## config.mk

```make
export PLATFORM = sky130hd
export DESIGN_NAME = instr_encoder
export DESIGN_NICKNAME = d
export VERILOG_FILES = /design/src/rtl/instr_encoder_pkg.sv /design/src/rtl/instr_encoder_pack.sv /design/src/rtl/instr_encoder.sv
export SDC_FILE = /design/constraint.sdc
export NUM_CORES = 1
export LEC_CHECK = 0
export CORE_MARGIN = 3
export CORE_UTILIZATION = 45
export CTS_CLUSTER_SIZE = 24
export DETAILED_ROUTE_END_ITERATION = 10
export PLACE_DENSITY = 0.88
export SYNTH_ARGS = -nofsm -noshare
export SYNTH_HDL_FRONTEND = slang
export SYNTH_SLANG_ARGS = --single-unit
```

## constraint.sdc

```tcl
create_clock -name clk -period 4.1 [get_ports clk]
set_input_delay 0.615 -clock clk [delete_from_list [all_inputs] [get_ports clk]]
set_output_delay 0.615 -clock clk [all_outputs]
set_load 0.02 [all_outputs]
```

## src/rtl/instr_encoder_pkg.sv

```systemverilog
// Shared opcode, format-group and FSM definitions for the RV32I instruction encoder.
// Format groups mirror the main decoder's IG_* set so both sides agree on opcode classes.
package instr_encoder_pkg;

    localparam logic [6:0] OP_LUI    = 7'b0110111;
    localparam logic [6:0] OP_AUIPC  = 7'b0010111;
    localparam logic [6:0] OP_JAL    = 7'b1101111;
    localparam logic [6:0] OP_JALR   = 7'b1100111;
    localparam logic [6:0] OP_BRANCH = 7'b1100011;
    localparam logic [6:0] OP_LOAD   = 7'b0000011;
    localparam logic [6:0] OP_STORE  = 7'b0100011;
    localparam logic [6:0] OP_OP_IMM = 7'b0010011;
    localparam logic [6:0] OP_OP     = 7'b0110011;

    typedef enum logic [2:0] {
        IG_NONE,
        IG_R,
        IG_I,
        IG_S,
        IG_B,
        IG_U,
        IG_J
    } ig_t;

    typedef enum logic [1:0] {
        ST_IDLE,
        ST_RUN,
        ST_FULL
    } state_t;

    typedef struct packed {
        logic [6:0]  opcode;
        logic [2:0]  funct3;
        logic [6:0]  funct7;
        logic [4:0]  rd;
        logic [4:0]  rs1;
        logic [4:0]  rs2;
        logic [31:0] imm;
    } fields_t;

    function automatic ig_t opcode_to_ig(input logic [6:0] op);
        case (op)
            OP_OP:                        return IG_R;
            OP_OP_IMM, OP_LOAD, OP_JALR:  return IG_I;
            OP_STORE:                     return IG_S;
            OP_BRANCH:                    return IG_B;
            OP_LUI, OP_AUIPC:             return IG_U;
            OP_JAL:                       return IG_J;
            default:                      return IG_NONE;
        endcase
    endfunction

endpackage

```

## src/rtl/instr_encoder_pack.sv

```systemverilog
// Combinational opcode-to-format select and RV32I field packing (instr_pack).
// Optional immediate range checking is enabled by defining IMM_RANGE_CHECK_EN.
module instr_pack
    import instr_encoder_pkg::*;
(
    input  fields_t     f,
    output logic [31:0] word,
    output logic        ok
);

    ig_t fmt;

    always_comb begin
        fmt  = opcode_to_ig(f.opcode);
        word = '0;
        ok   = 1'b1;
        case (fmt)
            IG_R: word = {f.funct7, f.rs2, f.rs1, f.funct3, f.rd, f.opcode};
            IG_I: word = {f.imm[11:0], f.rs1, f.funct3, f.rd, f.opcode};
            IG_S: word = {f.imm[11:5], f.rs2, f.rs1, f.funct3, f.imm[4:0], f.opcode};
            IG_B: word = {f.imm[12], f.imm[10:5], f.rs2, f.rs1, f.funct3,
                          f.imm[4:1], f.imm[11], f.opcode};
            IG_U: word = {f.imm[31:12], f.rd, f.opcode};
            IG_J: word = {f.imm[20], f.imm[10:1], f.imm[11], f.imm[19:12], f.rd, f.opcode};
            default: ok = 1'b0;
        endcase
`ifdef IMM_RANGE_CHECK_EN
        // Signed fit: every bit above the format's sign bit must replicate it.
        case (fmt)
            IG_I, IG_S: if (f.imm[31:11] != {21{f.imm[11]}}) ok = 1'b0;
            IG_B:       if ((f.imm[31:12] != {20{f.imm[12]}}) || f.imm[0]) ok = 1'b0;
            IG_J:       if ((f.imm[31:20] != {12{f.imm[20]}}) || f.imm[0]) ok = 1'b0;
            IG_U:       if (f.imm[11:0] != '0) ok = 1'b0;
            default:    ;
        endcase
`endif
    end

endmodule

```

## src/rtl/instr_encoder.sv

```systemverilog
// Streaming RV32I encoder / IMEM program loader: FSM, one-entry output buffer, counters.
// Define IMM_RANGE_CHECK_EN to reject immediates that do not fit their format.
module instr_encoder
    import instr_encoder_pkg::*;
#(
    parameter int unsigned ADDR_W = 10,
    parameter int unsigned DEPTH  = 1024
) (
    input  logic              clk,
    input  logic              rst_n,
    input  logic              start,
    input  logic [ADDR_W-1:0] base_addr,
    input  logic              in_valid,
    output logic              in_ready,
    input  logic [6:0]        in_opcode,
    input  logic [2:0]        in_funct3,
    input  logic [6:0]        in_funct7,
    input  logic [4:0]        in_rd,
    input  logic [4:0]        in_rs1,
    input  logic [4:0]        in_rs2,
    input  logic [31:0]       in_imm,
    output logic              imem_we,
    output logic [ADDR_W-1:0] imem_addr,
    output logic [31:0]       imem_wdata,
    input  logic              imem_ready,
    output logic [ADDR_W:0]   wr_cnt,
    output logic              err,
    output logic              full
);

    localparam logic [ADDR_W:0] LAST_CNT = (ADDR_W+1)'(DEPTH - 1);

    state_t      state, state_nxt;
    logic        buf_v;
    logic        accept, wr_done, hit_depth;
    logic [31:0] pack_word;
    logic        pack_ok;
    fields_t     fields;

    always_comb begin
        fields        = '0;
        fields.opcode = in_opcode;
        fields.funct3 = in_funct3;
        fields.funct7 = in_funct7;
        fields.rd     = in_rd;
        fields.rs1    = in_rs1;
        fields.rs2    = in_rs2;
        fields.imm    = in_imm;
    end

    instr_pack u_pack (
        .f    (fields),
        .word (pack_word),
        .ok   (pack_ok)
    );

    assign full = (state == ST_FULL);

    // A word still buffered when FULL is reached is held back and later dropped by start.
    always_comb begin
        state_nxt = state;
        imem_we   = buf_v && (state == ST_RUN);
        in_ready  = (state == ST_RUN) && !full && (!buf_v || imem_ready);
        wr_done   = imem_we && imem_ready;
        accept    = in_valid && in_ready && !start;
        hit_depth = wr_done && (wr_cnt == LAST_CNT);
        case (state)
            ST_IDLE: if (start) state_nxt = ST_RUN;
            ST_RUN: begin
                if (start)          state_nxt = ST_RUN;
                else if (hit_depth) state_nxt = ST_FULL;
            end
            ST_FULL: if (start) state_nxt = ST_RUN;
            default: state_nxt = ST_IDLE;
        endcase
    end

    always_ff @(posedge clk or negedge rst_n) begin
        if (!rst_n) begin
            state      <= ST_IDLE;
            buf_v      <= 1'b0;
            imem_addr  <= '0;
            imem_wdata <= '0;
            wr_cnt     <= '0;
            err        <= 1'b0;
        end else begin
            state <= state_nxt;
            err   <= accept && !pack_ok;
            if (start) begin
                buf_v     <= 1'b0;
                imem_addr <= base_addr;
                wr_cnt    <= '0;
            end else begin
                if (wr_done) begin
                    imem_addr <= imem_addr + ADDR_W'(1);
                    wr_cnt    <= wr_cnt + (ADDR_W+1)'(1);
                end
                if (accept && pack_ok) begin
                    buf_v      <= 1'b1;
                    imem_wdata <= pack_word;
                end else if (wr_done) begin
                    buf_v <= 1'b0;
                end
            end
        end
    end

endmodule
```

**Yosys cells after proc, flatten, opt, wreduce, memory -nomap -nowiden**

Cells that the tools add are included.

- Register bits: 57

- Add/subtract/negate cells: 2
- Equal/unequal tests: 20
- Multiplexer cells: 14
- Bitwise logic cells: 1
- Reduce and logical (&&, ||, !) cells: 23

Operators with widths:

| kind | number |
|---|---|
| case mux 32 bit (6 select lines) | 1 |
| two-way mux 11 bit | 2 |
| == test 7 x 6 -> 1 bit (second input constant) | 3 |
| == test 7 bit (second input constant) | 3 |
| two-way mux 10 bit | 2 |
| case mux 3 bit (6 select lines) | 1 |
| == test 7 x 5 -> 1 bit (second input constant) | 2 |
| adder 11 x 1 -> 11 bit (second input constant) | 1 |
| == test 11 x 10 -> 1 bit (second input constant) | 1 |
| adder 10 x 1 -> 10 bit (second input constant) | 1 |
| == test 3 bit (second input constant) | 3 |
| logical AND 1 bit | 9 |
| == test 7 x 2 -> 1 bit (second input constant) | 1 |
| == test 3 x 2 -> 1 bit (second input constant) | 2 |
| two-way mux 2 bit | 3 |
| OR reduction 6 bit | 1 |
| logical NOT 1 bit | 4 |
| two-way mux 1 bit | 4 |
| case mux 2 bit (2 select lines) | 1 |
| AND reduction 2 bit | 2 |
| OR reduction 2 bit | 2 |
| == test 3 x 1 -> 1 bit (second input constant) | 1 |
| inequality test 3 bit (second input constant) | 1 |
| nonzero test 3 bit | 1 |
| 8 further kinds | 8 |

**Logic depth before layout (Yosys ltp)**

Gate-level depths: netlist of the first run.

- Word-level depth: 9
- Mapped depth: 6

**Hierarchy**

From an unflattened synthesis of the first run, not the netlist that was laid out.

- Cells, all modules: 309
- Area, all modules: 3273.1 um2

Modules (own cells, without submodules):

| module | instances | cells an instance | area an instance (um2) | seq. area each (um2) |
|---|---|---|---|---|
| instr_encoder | 1 | 207 | 2600.0 | 1426.4 |
| instr_pack | 1 | 102 | 673.1 | 0.0 |

**Least setup slack after synthesis of the first run**

OpenSTA, ideal clock, no wires.

- Path type: input port to flip-flop
- Start point: input imem_ready
- End point: register imem_wdata[3]
- Data arrival time: 2112 ps
- Setup slack: 1863 ps
- Cell stages on the path: 5
- Path buffers: 1
- Cells stage by stage: nor2b_1 nor3b_1 o311ai_2 buf_6 mux2_4

- Longest elaborated chain between the ends: 6

Ends and longest elaborated chain:

| item | RTL line | source |
|---|---|---|
| start: declaration | instr_encoder.sv:25 | `input logic imem_ready,` |
| logical OR 1 bit | instr_encoder.sv:63 | `in_ready = (state == ST_RUN) && !full && (!buf_v \|\| imem_ready);` |
| logical AND 1 bit | instr_encoder.sv:63 |  |
| named net in_ready | instr_encoder.sv:14 | `output logic in_ready,` |
| logical AND 1 bit (2 in series) | instr_encoder.sv:65 | `accept = in_valid && in_ready && !start;` |
| logical AND 1 bit | instr_encoder.sv:98 | `if (accept && pack_ok) begin` |
| AND reduction 2 bit (no line) | - |  |
| end signal: assignment | instr_encoder.sv:100 | `imem_wdata <= pack_word;` |
| end: declaration | instr_encoder.sv:24 | `output logic [31:0] imem_wdata,` |

The timed path passes the listed nets, and every way through them passes these cells.
A chain may end at the register's enable or synchronous reset.

**Worst setup path after layout of the first run**

- Start point: input imem_ready
- End point: output in_ready

- Longest elaborated chain between the ends: 2

Ends and longest elaborated chain:

| item | RTL line |
|---|---|
| logical OR 1 bit | instr_encoder.sv:63 |
| logical AND 1 bit | instr_encoder.sv:63 |
| end: declaration | instr_encoder.sv:14 |

Every way passes these cells.

==> results.cfg, run 1 <==
[status]
run_status = finished, final reports clean

[layout]
utilization = 0.7382
final_cell_mix = clkdlybuf4s50_1, dfrtp_1, nand2_1
register_area_mm2 = 0.001426
nFillCells = 450
fin_area_mm2 = 0.004526
multi_input_area_mm2 = 0.001423
area_growth_syn_to_layout_pct = 54.18
layout-drive-gt1-share = 0.06388
layout_commonest_cell = clkdlybuf4s50_1
antenna_cells = 0
fin_nets = 531

[setup_path]
crit_end = in_ready
critPathSlowestCell = clkdlybuf4s50_1
cpMostUsedCell = clkdlybuf4s50_1
r2r_end = imem_wdata[5]
critPathRequiredTime_ns = 3.48
startpoint = imem_ready
cp_max_fo = 3
timing.setup.critical_path_class = input port to primary output
rrSetupSlack_ns = 2.11
worstRegToRegCells = 5
crit_path_max_incr_delay_ns = 0.73
worstPathCellList = clkdlybuf4s50_1, nor2b_1, nor3b_1, clkdlybuf4s50_1
reg2reg_from = buf_v
crit_arrival_ns = 2.41
critical_path.startpoint_type = input port
cp-end-kind = primary output

[synthesis]
synthDistinctLibCells = 42
synth.area.top_cells = dfrtp_1, o21ai_0, nand2_1
yosysTopAreaCell = dfrtp_1
synth-async-reset-ratio = 1.000
synthCells = 316
avgSynthCellArea_um2 = 9.289
synth_area_mm2 = 0.002935
yosysTopAreaCellShare = 0.4859
synth_seq_area_share = 0.4859
synth_fp_nets = 397
yosys_most_used_dff = dfrtp_1
synth_edf_count = 0
ys_ff_latch = 57
synth_warnings = 0

[pwr]
p_int_mw = 1.032
swShare = 0.2672
p_clk_frac = 0.336
cellPowerDensity_mw_per_mm2 = 311.3
combPwrFrac = 0.218
cellLeakagePower_nw = 1.814
peakVddDrop_v = 0.0001915
p_seq_frac = 0.446
power.switching_mw = 0.3764

[timing]
maxSlewHeadroom = 0.5257
tns_ns = 0
maxSlewViolCount = 0
max_slew.worst_pin.slew_ns = 0.7115
max_freq_mhz = 330.4
setup_violations = 0
finalCriticalPeriod_ns = 3.026
period_share = 0.7381
finClkSkew_ns = 0.005580
hold_viol_final = 0
rsz0062_at_grt = false

[detailed_routing]
vias_per_cell = 5.495
drc_errors = 0
vias = 2907
dr.first_iter.drc_count = 174
drtAntennaViolNets = 0
drt-wirelength-per-cell_um = 15.45
drt-total-wl_um = 8171
first_pass_iters = 4

[clock_network]
clockBufferDepth = 2
cts_resized = 0
clk_pin_slew_worst_paths_ns = 0.06
cts_hold_buf = 0
clock_latency_ns = 0.33
cts-root-buf = clkbuf_8
cts_tree = done
cts_setup_buffers = 0
cts-htree-levels = 3
numCtsBuffers = 9
clock_sinks = 57

[floorplan]
num_rows = 28
coreArea_mm2 = 0.006131
die_x_um = 86.77
initial_core_util = 0.4788
die-area_mm2 = 0.007528
die_h_um = 86.77
num_io_pins = 136

[place]
io_buffer_count = 135
gp_congestion = 0.8773
place_hpwl_um = 6157
place_area_mm2 = 0.004345

[global_routing]
grt_max_degree = 58
antenna_found_initial = 0
grt_pass1_vias = 2841
overflow = 0
grt_pass1_wl_um = 13430
gr-usage-all-layers = 0.2297

[flow_run]
maxCapViolCount = 0

[hold_path]
hp-class = input port to asynchronous set/reset pin
-- power by group through the flow --
| stage | Sequential, mW | Combinational (mW) | Clock (mW) |
|---|---|---|---|
| final | 0.629 | 0.307 | 0.473 |
| after global routing | 0.634 | 0.332 | 0.511 |
| after CTS | 0.629 | 0.311 | 0.484 |
| after detailed placement | 0.637 | 0.310 | 0 |
| after global placement | 0.636 | 0.304 | 0 |
| after floorplan | 0.682 | 0.0732 | 0 |
-- cells in the mapped netlist, types with 4 or more instances --
cell      instances
a21oi_1          17
a222oi_1          5
a22oi_1          19
and3_1            5
buf_2             4
clkbuf_1         10
dfrtp_1          57
inv_1             4
nand2_1          49
nand2b_1          5
nand3_1           6
nand4_1           6
nor2_1           27
nor2b_1           4
o21ai_0          40
or3_1             4
xnor2_1           9
xor2_1            8
-- critical path, delay by kind of cell --
family / cells / cell delay (ns)
AND/OR/NAND/NOR: 2 / 0.58
buffers and inverters: 2 / 1.21
-- flip-flops by register name, summed over array words and instances, names as in the netlist --
register / cells
err: 1
wr_cnt: 11
imem_wdata: 32
imem_addr: 10
state: 2
buf_v: 1
-- worst min path at each step --
stage	cells past startpoint	to
2_1_floorplan	0	buf_v
3_3_place_gp	1	imem_wdata[0]
3_5_place_dp	1	imem_wdata[1]
4_1_cts	2	imem_addr[6]
5_1_grt	2	wr_cnt[7]
6_report	2	wr_cnt[7]
-- cell families after synthesis --
kind of cell             share of synthesized area
adder cells (fa/ha/maj)                   0.008524
XOR/XNOR                                   0.05073
AO/OA/AOI/OAI                               0.1893
multiplexers                               0.02600
AND/OR/NAND/NOR                             0.2067
flip-flops                                  0.4859
buffers and inverters                      0.03282
-- layer usage --
layer / vias to the layer above / part of all wire / GRT usage
li1: 1390 / - / -
met1: 1342 / 0.40 / 0.2838
met2: 166 / 0.48 / 0.3700
met3: 9 / 0.11 / 0.07605
met4: 0 / 0.013 / 0.09348
met5: - / 0 / 0
-- metrics by stage --
stage,worst slack (ns),hold WS [ns],std cells,power [mW]
final,1.074,0.4125,529,1.409
after global routing,0.9943,0.4664,529,1.477
after CTS,1.087,0.4344,529,1.424
after detailed placement,1.077,0.4577,514,0.9476
after global placement,1.123,0.4513,514,0.9403
after floorplan,1.863,0.3194,316,0.7552
-- area by class of cell --
| type | instances | area share |
|---|---|---|
| tap | 75 | 0.02074 |
| clock buffer | 12 | 0.03649 |
| timing repair buffer | 140 | 0.3058 |
| clock inverter | 3 | 0.003318 |
| inverter | 5 | 0.004147 |
| multi-input combinational | 237 | 0.3143 |
| sequential | 57 | 0.3152 |
(Power assumes the default switching activity.)
==> run 2: changes to the inputs <==
Settings changed: CORE_UTILIZATION 45 to 42, PLACE_DENSITY 0.88 to 0.83.
Clock period 4.1 ns to 2.9 ns, I/O delays scaled along.
==> run 2 against run 1 <==
Against the previous run: routed wire length down 0.91%; worst hold slack worse by 0.38 ns; global-route usage down 1.9 points; largest power group unchanged; clock power up 32%; largest cell class is now buffers; combinational power up 42%; via count down 0.93%; clock skew about the same; core utilization down 4.1 points; setup slack worse by 0.53 ns; critical path depth unchanged; register-to-register slack worse by 1.0 ns; highest routed layer unchanged; cell count up 4.3%.
==> results.cfg, run 2 (same netlist as run 1, synthesis figures left out) <==
[detailed_routing]
drt-wirelength-per-cell_um = 14.67
drtAntennaViolNets = 0
vias_per_cell = 5.217
first_pass_iters = 4
drc_errors = 0
dr.first_iter.drc_count = 92
drt-total-wl_um = 8097
vias = 2880

[timing]
rsz0062_at_grt = false
maxSlewHeadroom = 0.5851
maxSlewViolCount = 0
max_slew.worst_pin.slew_ns = 0.6158
hold_viol_final = 0
setup_violations = 0
max_freq_mhz = 424.6
period_share = 0.8121
finalCriticalPeriod_ns = 2.355
tns_ns = 0
finClkSkew_ns = 0.005297

[global_routing]
gr-usage-all-layers = 0.2106
grt_max_degree = 40
overflow = 0
grt_pass1_vias = 2830
grt_pass1_wl_um = 13140
antenna_found_initial = 0

[pwr]
peakVddDrop_v = 0.0002436
cellPowerDensity_mw_per_mm2 = 426.5
cellLeakagePower_nw = 1.828
fin_total_pwr_mw = 1.952

[layout]
fin_nets = 537
antenna_cells = 0
top_register = imem_wdata
largest_reg_flops = 32
largestRegisters = imem_wdata: 32 flops, wr_cnt: 11 flops, imem_addr: 10 flops
final_cell_mix = clkdlybuf4s50_1, dfrtp_1, nand2_1
fin_area_mm2 = 0.004576
layout-drive-gt1-share = 0.06754
layout_commonest_cell = clkdlybuf4s50_1
utilization = 0.6967
area_growth_syn_to_layout_pct = 55.88

[clock_network]
clockBufferDepth = 2
numCtsBuffers = 9
cts_hold_buf = 0
cts-htree-levels = 3
clk_pin_slew_worst_paths_ns = 0.06
cts_resized = 0
cts_tree = done
cts-root-buf = clkbuf_8
cts_setup_buffers = 0
clock_sinks = 57
clock_latency_ns = 0.32

[place]
io_buffer_count = 135
gp_congestion = 0.9327
place_area_mm2 = 0.004413
place_hpwl_um = 6417

[setup_path]
cp_max_fo = 2
crit_arrival_ns = 1.92
cp-end-kind = primary output
rrSetupSlack_ns = 1.06
timing.setup.critical_path_class = input port to primary output
critPathRequiredTime_ns = 2.47
critical_path.startpoint_type = input port

[floorplan]
die_x_um = 89.60
die_h_um = 89.60
num_rows = 29
initial_core_util = 0.4469
die-area_mm2 = 0.008028
coreArea_mm2 = 0.006568
num_io_pins = 136

[hold_path]
hp-class = input port to asynchronous set/reset pin

[flow_run]
maxCapViolCount = 0

[status]
run_status = finished, final reports clean
-- run 2: cell types whose count changed in the layout (fill, tap and decap cells not counted) --
cell and delta:
clkbuf_8 -1, clkinv_2 -3, buf_4 +6, clkbuf_1 +3
-- run 2: final cells by class --
class | count | area, um2
timing repair buffer | 146 | 1429
sequential | 57 | 1426
clock buffer | 14 | 162.7
tap | 93 | 116.4
fill | 512 | 1992
multi-input combinational | 237 | 1423
inverter | 5 | 18.77
-- run 2: critical path, cell delays in order --
cell and delay [ns]:
clkdlybuf4s50_1 0.49, nor2b_1 0.05, nor3b_1 0.27, clkdlybuf4s50_1 0.67
-- run 2: per-stage QoR --
| stage | setup WS (ns) | hold WS [ns] | cells |
|---|---|---|---|
| after detailed placement | 0.4564 | 0.3850 | 538 |
| after global placement | 0.4897 | 0.3862 | 538 |
| final | 0.5449 | 0.03223 | 552 |
| after floorplan | 0.8129 | 0.1394 | 316 |
| after global routing | 0.4777 | 0.06174 | 552 |
| after CTS | 0.5324 | 0.03856 | 552 |
-- run 2: final timing paths --
check,start,to,cells after the start
max,imem_ready,in_ready,4
min,rst_n,wr_cnt[7],1
max reg2reg,state[1],wr_cnt[9],5
min reg2reg,imem_wdata[0],imem_wdata[0],1
max in group asynchronous,rst_n,imem_wdata[18],2
min in group clk,imem_wdata[0],imem_wdata[0],1
-- run 2: layer usage --
layer  GRT usage  routed length (um)
met1      0.2634                3451
met2      0.3431                3791
met3     0.06569                 747
met4     0.07713                 106
met5           0                   0
-- run 2: power breakdown --
part / internal (mW) / total, mW / switching (mW)
logic: 0.242 / 0.437 / 0.195
registers: 0.850 / 0.890 / 0.0406
clock network: 0.348 / 0.624 / 0.276
==> run 3: changes to the inputs <==
Clock period 2.9 ns to 2.35 ns, I/O delays scaled along.
==> run 3 against run 2 <==
Against the previous run: first-iteration DRC count is 64% higher; core utilization up 1.0 points; clock skew shrank 0.00077 ns; highest routed layer unchanged; design area rose by 1.4%; sequential power grew 24%; power rose by 26%; critical endpoint unchanged.
==> results.cfg, run 3 (same netlist as run 1, synthesis figures left out) <==
[status]
run_status = finished, final reports clean

[layout]
final_cell_mix = clkdlybuf4s50_1, dfrtp_1, nand2_1
nFillCells = 508
layout_commonest_cell = clkdlybuf4s50_1
layout-drive-gt1-share = 0.07974
largest_reg_flops = 32
register_area_mm2 = 0.001426
fin_nets = 543
top_register = imem_wdata
utilization = 0.7068
multi_input_area_mm2 = 0.001423
finalNonFillerCells = 557
largestRegisters = imem_wdata: 32 flops, wr_cnt: 11 flops, imem_addr: 10 flops
area_growth_syn_to_layout_pct = 58.14
antenna_cells = 0

[global_routing]
grt_max_degree = 35
gr-usage-met2 = 0.3418
grt_pass1_wl_um = 13570
grt_pass1_vias = 2866
overflow = 0
gr-max-usage-layer = met2
met1_usage = 0.2886
antenna_found_initial = 0
gr-usage-all-layers = 0.2222
gr-usage-met3 = 0.07299

[timing]
period_share = 0.9594
hold_viol_final = 0
worst_slack_ns = 0.09550
rsz0062_at_grt = false
max_slew.worst_pin.slew_ns = 0.6403
maxSlewHeadroom = 0.5687
whs_ns = 0.4684
finClkSkew_ns = 0.004527
max_freq_mhz = 443.6
setup_violations = 0
maxSlewViolCount = 0
finalCriticalPeriod_ns = 2.255

[setup_path]
timing.setup.critical_path_class = input port to primary output
reg2reg_from = state[1]
startpoint = imem_ready
path_delay_family = buffers and inverters
critPathSlowestCell = clkdlybuf4s50_1
critical_path.startpoint_type = input port
cpMostUsedCell = clkdlybuf4s50_1
worstPathCellList = clkdlybuf4s50_1, nor2b_1, nor3b_1, clkdlybuf4s50_1
cp_max_fo = 2
crit_path_max_incr_delay_ns = 0.69
crit_arrival_ns = 1.90
critPathRequiredTime_ns = 2.00
cp-end-kind = primary output
path_buf_inv = 2

[pwr]
fin_total_pwr_mw = 2.454
cellLeakagePower_nw = 1.867
peakVddDrop_v = 0.0002646
cellPowerDensity_mw_per_mm2 = 528.6

[hold_path]
hp-class = flip-flop to flip-flop
min_from = imem_wdata[0]

[place]
pre_cts_ws_ns = -0.01440
place_inst = 543
io_buffer_count = 135
gp_congestion = 0.8895
place_hpwl_um = 6426

[floorplan]
num_io_pins = 136
coreArea_mm2 = 0.006568
num_rows = 29
die_x_um = 89.60
die-area_mm2 = 0.008028
die_h_um = 89.60
initial_core_util = 0.4469

[flow_run]
maxCapViolCount = 0

[clock_network]
numCtsBuffers = 9
cts_hold_buf = 1
cts_resized = 0
clk_pin_slew_worst_paths_ns = 0.06
clock_latency_ns = 0.33
cts-htree-levels = 3
cts_tree = done
clockBufferDepth = 2
clock_sinks = 57
cts-root-buf = clkbuf_8
cts_setup_buffers = 0

[detailed_routing]
dr.first_iter.drc_count = 151
vias_per_cell = 5.316
drt-wirelength-per-cell_um = 14.93
first_pass_iters = 4
drc_errors = 0
drt-total-wl_um = 8318
drtAntennaViolNets = 0
vias = 2961
-- run 3: cell types whose count changed in the layout (fill, tap and decap cells not counted), sizes merged --
cell,delta
buf,+5
clkbuf,-1
dlygate4sd3,+1
-- run 3: final timing paths --
| path | cells after the start | endpoint | slack [ns] |
|---|---|---|---|
| max in group asynchronous | 3 | imem_wdata[28] | 1.21 |
| setup reg to reg | 5 | wr_cnt[9] | 0.55 |
| hold reg to reg | 1 | imem_wdata[0] | 0.47 |
| hold / removal | 1 | imem_wdata[0] | 0.47 |
| setup / recovery | 4 | in_ready | 0.1 |
| min in group asynchronous | 2 | wr_cnt[9] | 0.50 |
-- run 3: metrics by stage --
stage	instance area (um2)	setup TNS [ns]
final	4642	0
after global routing	4642	0
after CTS	4642	0
after detailed placement	4463	-0.02986
after global placement	4463	0
after floorplan	2935	0
-- run 3: where the power goes --
| group | switching [mW] | internal (mW) | total [mW] | leakage, nW |
|---|---|---|---|---|
| Clock | 0.354 | 0.452 | 0.806 | 0.0875 |
| Sequential | 0.0497 | 1.05 | 1.10 | 0.757 |
| Combinational | 0.243 | 0.306 | 0.550 | 1.02 |
| Total | 0.647 | 1.81 | 2.45 | 1.87 |
-- run 3: area by class of cell --
type | instances | share of cell area
repair buffers | 152 | 0.3208
inverters | 5 | 0.004043
multi-input cells | 237 | 0.3065
clock buffers | 13 | 0.03639
well taps | 93 | 0.02507
flip-flops and latches | 57 | 0.3073
-- run 3: routing by layer --
metal	vias up	part of all wire
met5	-	0
met4	0	0.021
met3	14	0.097
met2	146	0.46
met1	1382	0.42
li1	1419	-
